--- src/rtl/imem_encoder_if.sv ---
// imem_encoder_if: descriptor channel from the host/testbench into the
// program loader. The host drives a descriptor with in_valid; the loader
// accepts it on a cycle where in_ready is also high.
interface imem_encoder_if;
  logic        in_valid;
  logic        in_ready;
  logic [4:0]  in_mnem;
  logic [4:0]  in_rd;
  logic [4:0]  in_rs1;
  logic [4:0]  in_rs2;
  logic [31:0] in_imm;
  logic        in_last;

  modport master (
    output in_valid, in_mnem, in_rd, in_rs1, in_rs2, in_imm, in_last,
    input  in_ready
  );

  modport slave (
    input  in_valid, in_mnem, in_rd, in_rs1, in_rs2, in_imm, in_last,
    output in_ready
  );
endinterface

--- src/rtl/imem_encoder.sv ---
// imem_encoder: RV32I program loader. Turns mnemonic-level descriptors into
// instruction words and writes them to imem, one word per accepted
// descriptor, while holding the CPU off the fetch path.
// Optional macro IMEM_ENC_IMM_CHECK_EN: flag immediates that do not fit
// their instruction field (the truncated word is still written).
module imem_encoder #(
  parameter int unsigned ADDR_WIDTH = 8,
  parameter int unsigned BASE_ADDR  = 0
) (
  input  logic                  clk,
  input  logic                  rstn,
  input  logic                  start,
  imem_encoder_if.slave         in_if,
  output logic                  imem_we,
  output logic [ADDR_WIDTH-1:0] imem_addr,
  output logic [31:0]           imem_wdata,
  output logic                  cpu_hold,
  output logic                  done,
  output logic                  err,
  output logic [ADDR_WIDTH-1:0] err_addr,
  output logic [ADDR_WIDTH:0]   count
);

  localparam logic [ADDR_WIDTH-1:0] BASE     = ADDR_WIDTH'(BASE_ADDR);
  localparam logic [6:0]            OP_R     = 7'b0110011;
  localparam logic [6:0]            OP_I     = 7'b0010011;
  localparam logic [6:0]            OP_LOAD  = 7'b0000011;
  localparam logic [6:0]            OP_STORE = 7'b0100011;
  localparam logic [6:0]            OP_BR    = 7'b1100011;
  localparam logic [6:0]            OP_LUI   = 7'b0110111;
  localparam logic [6:0]            OP_JAL   = 7'b1101111;
  localparam logic [31:0]           NOP      = 32'h0000_0013;

  typedef enum logic [1:0] {S_IDLE, S_LOAD, S_FLUSH} state_t;

  state_t                state_q, state_d;
  logic                  in_ready_q, in_ready_d;
  logic                  imem_we_q, imem_we_d;
  logic [ADDR_WIDTH-1:0] imem_addr_q, imem_addr_d;
  logic [31:0]           imem_wdata_q, imem_wdata_d;
  logic                  cpu_hold_q, cpu_hold_d;
  logic                  done_q, done_d;
  logic                  err_q, err_d;
  logic [ADDR_WIDTH-1:0] err_addr_q, err_addr_d;
  logic [ADDR_WIDTH:0]   count_q, count_d;
  logic [ADDR_WIDTH-1:0] ptr_q, ptr_d;

  logic [4:0]  rd, rs1, rs2;
  logic [31:0] imm;
  logic [31:0] enc_word;
  logic        enc_illegal;
  logic        imm_bad;
  logic        accept, at_top, overflow;

  assign rd  = in_if.in_rd;
  assign rs1 = in_if.in_rs1;
  assign rs2 = in_if.in_rs2;
  assign imm = in_if.in_imm;

  // Combinational encoder: descriptor fields -> RV32I word (NOP if illegal)
  always_comb begin
    enc_word    = NOP;
    enc_illegal = 1'b0;
    case (in_if.in_mnem)
      5'd0:  enc_word = {7'b0000000, rs2, rs1, 3'b000, rd, OP_R};
      5'd1:  enc_word = {7'b0100000, rs2, rs1, 3'b000, rd, OP_R};
      5'd2:  enc_word = {7'b0000000, rs2, rs1, 3'b111, rd, OP_R};
      5'd3:  enc_word = {7'b0000000, rs2, rs1, 3'b110, rd, OP_R};
      5'd4:  enc_word = {7'b0000000, rs2, rs1, 3'b100, rd, OP_R};
      5'd5:  enc_word = {7'b0000000, rs2, rs1, 3'b001, rd, OP_R};
      5'd6:  enc_word = {7'b0000000, rs2, rs1, 3'b101, rd, OP_R};
      5'd7:  enc_word = {7'b0100000, rs2, rs1, 3'b101, rd, OP_R};
      5'd8:  enc_word = {7'b0000000, rs2, rs1, 3'b010, rd, OP_R};
      5'd9:  enc_word = {7'b0000000, rs2, rs1, 3'b011, rd, OP_R};
      5'd10: enc_word = {imm[11:0], rs1, 3'b000, rd, OP_I};
      5'd11: enc_word = {imm[11:0], rs1, 3'b111, rd, OP_I};
      5'd12: enc_word = {imm[11:0], rs1, 3'b110, rd, OP_I};
      5'd13: enc_word = {imm[11:0], rs1, 3'b100, rd, OP_I};
      5'd14: enc_word = {imm[11:0], rs1, 3'b010, rd, OP_I};
      5'd15: enc_word = {imm[11:0], rs1, 3'b011, rd, OP_I};
      5'd16: enc_word = {7'b0000000, imm[4:0], rs1, 3'b001, rd, OP_I};
      5'd17: enc_word = {7'b0000000, imm[4:0], rs1, 3'b101, rd, OP_I};
      5'd18: enc_word = {7'b0100000, imm[4:0], rs1, 3'b101, rd, OP_I};
      5'd19: enc_word = {imm[11:0], rs1, 3'b010, rd, OP_LOAD};
      5'd20: enc_word = {imm[11:5], rs2, rs1, 3'b010, imm[4:0], OP_STORE};
      5'd21: enc_word = {imm[12], imm[10:5], rs2, rs1, 3'b000, imm[4:1], imm[11], OP_BR};
      5'd22: enc_word = {imm[19:0], rd, OP_LUI};
      5'd23: enc_word = {imm[20], imm[10:1], imm[11], imm[19:12], rd, OP_JAL};
      default: enc_illegal = 1'b1;
    endcase
  end

`ifdef IMEM_ENC_IMM_CHECK_EN
  // Field-range check on the immediate for the selected instruction format
  always_comb begin
    imm_bad = 1'b0;
    case (in_if.in_mnem)
      5'd10, 5'd11, 5'd12, 5'd13, 5'd14, 5'd15, 5'd19, 5'd20:
        imm_bad = !((&imm[31:11]) || !(|imm[31:11]));
      5'd16, 5'd17, 5'd18:
        imm_bad = |imm[31:5];
      5'd21:
        imm_bad = !((&imm[31:12]) || !(|imm[31:12])) || imm[0];
      5'd22:
        imm_bad = |imm[31:20];
      5'd23:
        imm_bad = !((&imm[31:20]) || !(|imm[31:20])) || imm[0];
      default: imm_bad = 1'b0;
    endcase
  end
`else
  logic unused_imm_hi;
  assign imm_bad       = 1'b0;
  assign unused_imm_hi = ^imm[31:21];
`endif

  // Session sequencing: next state and next values of all registered outputs
  always_comb begin
    state_d      = state_q;
    imem_we_d    = 1'b0;
    imem_addr_d  = imem_addr_q;
    imem_wdata_d = imem_wdata_q;
    err_d        = err_q;
    err_addr_d   = err_addr_q;
    count_d      = count_q;
    ptr_d        = ptr_q;
    accept       = in_ready_q && in_if.in_valid;
    at_top       = (ptr_q == '1);
    overflow     = 1'b0;
    case (state_q)
      S_IDLE: begin
        if (start) begin
          state_d = S_LOAD;
          ptr_d   = BASE;
          count_d = '0;
          err_d   = 1'b0;
        end
      end
      S_LOAD: begin
        if (accept) begin
          overflow     = at_top && !in_if.in_last;
          imem_we_d    = 1'b1;
          imem_addr_d  = ptr_q;
          imem_wdata_d = enc_word;
          count_d      = count_q + (ADDR_WIDTH+1)'(1);
          if (enc_illegal || imm_bad || overflow) begin
            err_d = 1'b1;
            if (!err_q) err_addr_d = ptr_q;
          end
          // Pointer saturates at the top word; overflow ends the session.
          if (!at_top) ptr_d = ptr_q + ADDR_WIDTH'(1);
          if (in_if.in_last || overflow) state_d = S_FLUSH;
        end
      end
      S_FLUSH: state_d = S_IDLE;
      default: state_d = S_IDLE;
    endcase
    in_ready_d = (state_d == S_LOAD);
    cpu_hold_d = (state_d != S_IDLE);
    done_d     = (state_q == S_LOAD) && (state_d == S_FLUSH);
  end

  // State and output registers with synchronous active-low reset
  always_ff @(posedge clk) begin
    if (!rstn) begin
      state_q      <= S_IDLE;
      in_ready_q   <= 1'b0;
      imem_we_q    <= 1'b0;
      imem_addr_q  <= '0;
      imem_wdata_q <= '0;
      cpu_hold_q   <= 1'b0;
      done_q       <= 1'b0;
      err_q        <= 1'b0;
      err_addr_q   <= '0;
      count_q      <= '0;
      ptr_q        <= '0;
    end else begin
      state_q      <= state_d;
      in_ready_q   <= in_ready_d;
      imem_we_q    <= imem_we_d;
      imem_addr_q  <= imem_addr_d;
      imem_wdata_q <= imem_wdata_d;
      cpu_hold_q   <= cpu_hold_d;
      done_q       <= done_d;
      err_q        <= err_d;
      err_addr_q   <= err_addr_d;
      count_q      <= count_d;
      ptr_q        <= ptr_d;
    end
  end

  assign in_if.in_ready = in_ready_q;
  assign imem_we        = imem_we_q;
  assign imem_addr      = imem_addr_q;
  assign imem_wdata     = imem_wdata_q;
  assign cpu_hold       = cpu_hold_q;
  assign done           = done_q;
  assign err            = err_q;
  assign err_addr       = err_addr_q;
  assign count          = count_q;

endmodule

--- src/flat_wrapper.sv ---
// flat-port wrapper written by rule: the top's interface ports become plain ports
module imem_encoder_flat 
#(
  parameter int unsigned ADDR_WIDTH = 8,
  parameter int unsigned BASE_ADDR  = 0
)
  (clk, rstn, start, imem_we, imem_addr, imem_wdata, cpu_hold, done, err, err_addr, count, in_if_in_valid, in_if_in_mnem, in_if_in_rd, in_if_in_rs1, in_if_in_rs2, in_if_in_imm, in_if_in_last, in_if_in_ready);
  imem_encoder_if in_if_i ();
  input  logic clk;
  input  logic rstn;
  input  logic start;
  output logic imem_we;
  output logic [ADDR_WIDTH-1:0] imem_addr;
  output logic [31:0] imem_wdata;
  output logic cpu_hold;
  output logic done;
  output logic err;
  output logic [ADDR_WIDTH-1:0] err_addr;
  output logic [ADDR_WIDTH:0] count;
  input wire logic [$bits(in_if_i.in_valid)-1:0] in_if_in_valid;
  input wire logic [$bits(in_if_i.in_mnem)-1:0] in_if_in_mnem;
  input wire logic [$bits(in_if_i.in_rd)-1:0] in_if_in_rd;
  input wire logic [$bits(in_if_i.in_rs1)-1:0] in_if_in_rs1;
  input wire logic [$bits(in_if_i.in_rs2)-1:0] in_if_in_rs2;
  input wire logic [$bits(in_if_i.in_imm)-1:0] in_if_in_imm;
  input wire logic [$bits(in_if_i.in_last)-1:0] in_if_in_last;
  output wire logic [$bits(in_if_i.in_ready)-1:0] in_if_in_ready;
  assign in_if_i.in_valid = in_if_in_valid;
  assign in_if_i.in_mnem = in_if_in_mnem;
  assign in_if_i.in_rd = in_if_in_rd;
  assign in_if_i.in_rs1 = in_if_in_rs1;
  assign in_if_i.in_rs2 = in_if_in_rs2;
  assign in_if_i.in_imm = in_if_in_imm;
  assign in_if_i.in_last = in_if_in_last;
  assign in_if_in_ready = in_if_i.in_ready;
  imem_encoder #(.ADDR_WIDTH(ADDR_WIDTH), .BASE_ADDR(BASE_ADDR)) u_core (.clk(clk), .rstn(rstn), .start(start), .in_if(in_if_i), .imem_we(imem_we), .imem_addr(imem_addr), .imem_wdata(imem_wdata), .cpu_hold(cpu_hold), .done(done), .err(err), .err_addr(err_addr), .count(count));
endmodule
--- config.mk ---
export PLATFORM = sky130hd
export DESIGN_NAME = imem_encoder_flat
export DESIGN_NICKNAME = d
export VERILOG_FILES = /design/src/rtl/imem_encoder_if.sv /design/src/rtl/imem_encoder.sv /design/src/flat_wrapper.sv
export SDC_FILE = /design/constraint.sdc
export NUM_CORES = 1
export LEC_CHECK = 0
export CAP_MARGIN = 20
export CORE_MARGIN = 4
export CORE_UTILIZATION = 49
export CTS_CLUSTER_DIAMETER = 30
export CTS_CLUSTER_SIZE = 12
export DETAILED_ROUTE_END_ITERATION = 7
export PLACE_DENSITY = 0.85
export SETUP_SLACK_MARGIN = 0.5
export SYNTH_ARGS = -nofsm -noshare
export SYNTH_HDL_FRONTEND = slang
export SYNTH_SLANG_ARGS = --single-unit
--- constraint.sdc ---
create_clock -name clk -period 4.95 [get_ports clk]
set_input_delay 0.7425 -clock clk [delete_from_list [all_inputs] [get_ports clk]]
set_output_delay 0.7425 -clock clk [all_outputs]
set_load 0.02 [all_outputs]
### Word level (Yosys, flattened, before mapping)

Cells that the tools add are included.

| storage, ports and cells | value |
|---|---|
| bits in registers | 72 |
| bits of input ports | 57 |

| cells by class | value |
|---|---|
| add/sub/neg operators | 2 |
| equal/unequal tests | 31 |
| multiplexer cells | 18 |
| bitwise gates (word level) | 1 |
| reduce and logical (&&, ||, !) cells | 17 |

Operator list:

| kind | number |
|---|---|
| case mux 32 bit (24 select lines) | 1 |
| equality test 5 x 4 -> 1 bit, second input constant | 8 |
| equality test 5 bit, second input constant | 8 |
| two-way mux 8 bit | 3 |
| OR reduction 24 bit | 1 |
| equality test 5 x 3 -> 1 bit, second input constant | 4 |
| two-way mux 9 bit | 2 |
| case mux 9 bit (2 select lines) | 1 |
| case mux 8 bit (2 select lines) | 1 |
| AND reduction 4 bit | 3 |
| equality test 5 x 2 -> 1 bit, second input constant | 2 |
| adder 9 x 1 -> 9 bit, second input constant | 1 |
| adder 8 x 1 -> 8 bit, second input constant | 1 |
| equality test 8 bit, second input constant | 1 |
| two-way mux 2 bit | 3 |
| equality test 5 x 1 -> 1 bit, second input constant | 1 |
| logical NOT 5 bit | 1 |
| two-way mux 1 bit | 5 |
| equality test 2 x 1 -> 1 bit, second input constant | 2 |
| != test 2 x 1 -> 1 bit, second input constant | 2 |
| != test 2 bit, second input constant | 2 |
| case mux 2 bit (2 select lines) | 1 |
| AND reduction 2 bit | 2 |
| nonzero test 2 bit | 2 |
| other kinds (8) | 11 |

### Depth between registers and ports, before layout

| logic depth | value |
|---|---|
| word-level depth | 8 |
| depth in mapped cells | 7 |
| gate-level depth less buffers | 5 |

### Worst setup path before layout

Ideal clock, no wire load.

| timing path | value |
|---|---|
| kind | input port to flip-flop |
| start point | in in_if_in_mnem[2] |
| end point | reg u_core.imem_wdata_q[10] (netlist: u_core.imem_wdata[10]) |
| data arrival time | 1.778 ns |
| data required time | 4.834 ns |
| slack | 3.055 ns |
| cell stages on the path | 6 |
| cells stage by stage | buf_2 -> clkbuf_1 -> nand2b_1 -> a22oi_1 -> o221ai_1 -> o211a_1 |

| on the way | value |
|---|---|
| longest elaborated chain between the ends | 2 |

Ends and longest elaborated chain:

| what | RTL line | RTL |
|---|---|---|
| start, declared | flat_wrapper.sv:21 | `input wire logic [$bits(in_if_i.in_mnem)-1:0] in_if_in_mnem;` |
| equality test 5 bit (tied with other cells) | imem_encoder.sv:64 | `case (in_if.in_mnem)` |
| case mux 32 bit (24 select lines) (*) | imem_encoder.sv:64 |  |
| end signal, assigned | imem_encoder.sv:182 | `imem_wdata_q <= imem_wdata_d;` |
| end, declared | imem_encoder.sv:40 | `logic [31:0] imem_wdata_q, imem_wdata_d;` |

Mark *: on every way between the ends. The rest lies on a longest branch, timed or not.
A chain may end at the register's enable or synchronous reset.

### Final worst setup path

| timing path | value |
|---|---|
| start point | in in_if_in_mnem[4] |
| end point | reg u_core.imem_wdata_q[19] (netlist: u_core.imem_wdata[19]) |

Same word-level chain as after synthesis.

==> impl_metrics.toml <==
[status]
run_status = "finished, final reports clean"

[placed_design]
number_of_buffer_cells_added_on_primary_ports = 107
placed_cells_incl_taps = 593
detailed_place_hpwl_um = 7590
finalWeightedCongestion = 0.910

[floorplanning]
row_count = 30
horiz_die_dim_um = 92.5
initial_utilization = 0.509
coreArea_um2 = 6870
io_count = 119
fp.dieH_um = 92.5
dieArea_um2 = 8550

[setup_path]
endpoint_kind = "flip-flop"
setup.worst_path.class = "in2reg"
start_kind = "primary input"
crit_path_max_fanout = 31
worst_ep_arrival_time_ns = 3.24
timing.critical_path.required_ns = 5.23

[global_route]
grt_antenna_before_repair = 0
groute.usage.overall = 0.251
number_of_global_route_vias_before_repair = 3492
grt_pass1_wl_um = 17200
grt_max_degree = 32
grt_remaining_overflow = 0

[logic_synthesis]
ys.warnings.count = 0
synthArstFlopShare = 0
yosys_most_used_dff = "dfxtp_1"
synth.lib_cells_used.distinct = 56
yosysSeqAreaShare = 0.406
ys_seq_elements = 71
postSynthCellCount = 415
post_synth_instance_area_um2 = 3500
synth_enable_flop_cells = 0
postSynthNetCount = 474
synth.avg_cell_area_um2 = 8.43

[timing]
achievable-frequency_ghz = 0.338
setup_viol = 0
report.final.slew_viol_count = 0
hold_violation_total_from_the_final_report = 0
worst_clock_skew_on_the_final_layout_ns = 0.0116
setup_tns_ns = 0
maxSlewHeadroom = 0.360
min_period_over_period = 0.598
period_minus_slack_ns = 2.96
rsz0062_at_grt = "false"
tightestPinTransition_ns = 0.956

[final_layout]
layout-drive-gt1-share = 0.0507
postLayoutCoreUtil = 0.703
area.growth.synth_to_final_pct = 38.0
post_layout_nonfiller_instances = 609
num_antenna_cells = 0
nNetsFinal = 567

[clocking]
clk_transition_reported_paths_ns = 0.08
h-tree-depth = 3
cts_buffers = 9
root_buffer = "clkbuf_8"
postCtsSetupRepairBufs = 0
tritoncts = "done"
cts_hold_repair.buffers = 0
worstSkewPairLatency_ns = 0.35
cts_repair_resize_count = 0
sinks_on_clock_net = 71
max-clock-path-buffers = 2

[drt]
dr.pass1.iters = 7
dr_total_vias = 3654
totalWireLength_um = 10600
drc_errors = 0
antenna_violating_nets_post_route = 0
vias_per_cell = 6.00
detail_route.iter0.violations = 326
avgRoutedWirePerCell_um = 17.4

[pwr]
powerDensity_nw_per_um2 = 275
peakVddDrop_v = 0.000139
cellLeakagePower_nw = 1.72

[flow_run]
max_cap_violations = 0

[worst_hold_path]
worst_hold_path_type = "reg2reg"
-- registers in the layout, indices dropped and copies added, names as in the netlist, 2 cells and up --
register / cells
u_core.count: 9
u_core.err_addr: 8
u_core.imem_addr: 8
u_core.imem_wdata: 31
u_core.ptr_q: 8
u_core.state_q: 2
-- area by class of cell --
class,instances,area (um^2)
clock buffers,9,124
well taps,96,120
multi-input cells,300,1890
inverters,15,56.3
fillers,529,2040
flip-flops and latches,71,1420
repair buffers,111,1100
clock inverters,7,118
-- cells in the final DEF (no fill, tap or decap), types with 5 or more instances in the layout --
master	n
o31ai_1	11
a22oi_1	9
nand2_1	61
o221ai_1	5
dfxtp_1	71
inv_1	15
clkdlybuf4s50_1	107
a222oi_1	11
o21ai_0	24
or4_1	6
o211a_1	5
a22o_1	7
nor2b_1	5
or3_1	6
clkbuf_8	9
mux2i_1	15
nor2_1	22
a21oi_1	29
nand2b_1	8
nand3_1	15
-- worst max-delay path, stage by stage --
cell and delay, ns:
clkdlybuf4s50_1 1.10, nand3b_1 0.33, nor2_1 0.60, a222oi_1 0.26
o21ai_0 0.20
-- per-layer routing --
metal	up-vias	global-route usage	routed length, um
met4	0	0.115	325
met2	195	0.396	5100
met1	1694	0.313	4240
met3	32	0.0747	941
met5	-	0	0
li1	1733	-	-
-- worst paths after layout --
path | from | to | slack [ns] | cells after the start
worst max register to register | u_core.state_q[1]$_SDFF_PN0_ | u_core.imem_wdata[26]$_SDFFE_PN0P_ | 2.97 | 3
worst max-delay path | in_if_in_mnem[4] | u_core.imem_wdata[19]$_SDFFE_PN0P_ | 1.99 | 5
worst min register to register | u_core.imem_wdata[5]$_SDFFE_PN0P_ | u_core.imem_wdata[5]$_SDFFE_PN0P_ | 0.45 | 2
worst min-delay path | u_core.imem_wdata[5]$_SDFFE_PN0P_ | u_core.imem_wdata[5]$_SDFFE_PN0P_ | 0.45 | 2
-- kinds of logic (layout without fill, tap and decap cells) --
kind of cell	after synthesis	count (layout)	share of synthesized area
compound gates	126	126	0.248
simple gates	150	150	0.222
xor+xnor	4	4	0.0100
fa+ha+maj	2	2	0.00715
flops	71	71	0.406
mux	18	18	0.0526
buf+inv	44	142	0.0540
-- power by group --
| part | internal (mW) | switching (mW) | total (mW) |
|---|---|---|---|
| sequential | 0.578 | 0.00677 | 0.585 |
| combinational | 0.0780 | 0.0921 | 0.170 |
| clock | 0.337 | 0.236 | 0.572 |
| total | 0.993 | 0.335 | 1.33 |
-- metrics by stage --
step | instance area, um^2 | setup WS (ns) | total power, mW | hold slack [ns]
finish | 4830 | 1.99 | 1.33 | 0.452
global placement | 4590 | 1.77 | 0.762 | 0.437
global route | 4830 | 1.87 | 1.38 | 0.479
CTS | 4830 | 2.06 | 1.33 | 0.453
floorplan | 3500 | 3.06 | 0.692 | 0.462
detailed placement | 4590 | 1.71 | 0.766 | 0.444
-- cells in the mapped netlist, types with 2 or more instances --
master	n	share of area
a222oi_1	11	0.031
nor3_1	4	0.0057
mux2_2	3	0.0097
o211a_1	5	0.014
a211oi_1	3	0.0064
o21ai_0	24	0.034
nand2_1	61	0.065
buf_2	10	0.014
nor3b_1	2	0.0043
dfxtp_1	71	0.41
a22o_1	7	0.018
and3b_1	2	0.0050
o31ai_1	11	0.024
nand4b_1	3	0.0075
mux2i_1	15	0.043
clkbuf_1	15	0.016
a21o_1	3	0.0064
o2bb2ai_1	2	0.0050
nand3b_1	4	0.0086
inv_1	15	0.016
or4_1	6	0.013
a21oi_1	29	0.042
o22ai_1	2	0.0036
o21ai_1	2	0.0029
nor2b_1	5	0.0089
buf_1	2	0.0021
or3_1	6	0.011
nor2_1	22	0.024
ha_1	2	0.0072
o21a_1	2	0.0043
xnor2_1	3	0.0075
nor4_1	2	0.0036
nand3_1	15	0.021
nand2b_1	8	0.014
a22oi_1	9	0.019
and4b_1	2	0.0057
a31oi_1	3	0.0054
o221ai_1	5	0.013
nor4b_1	2	0.0050
Power figures use the tool's default switching activity.
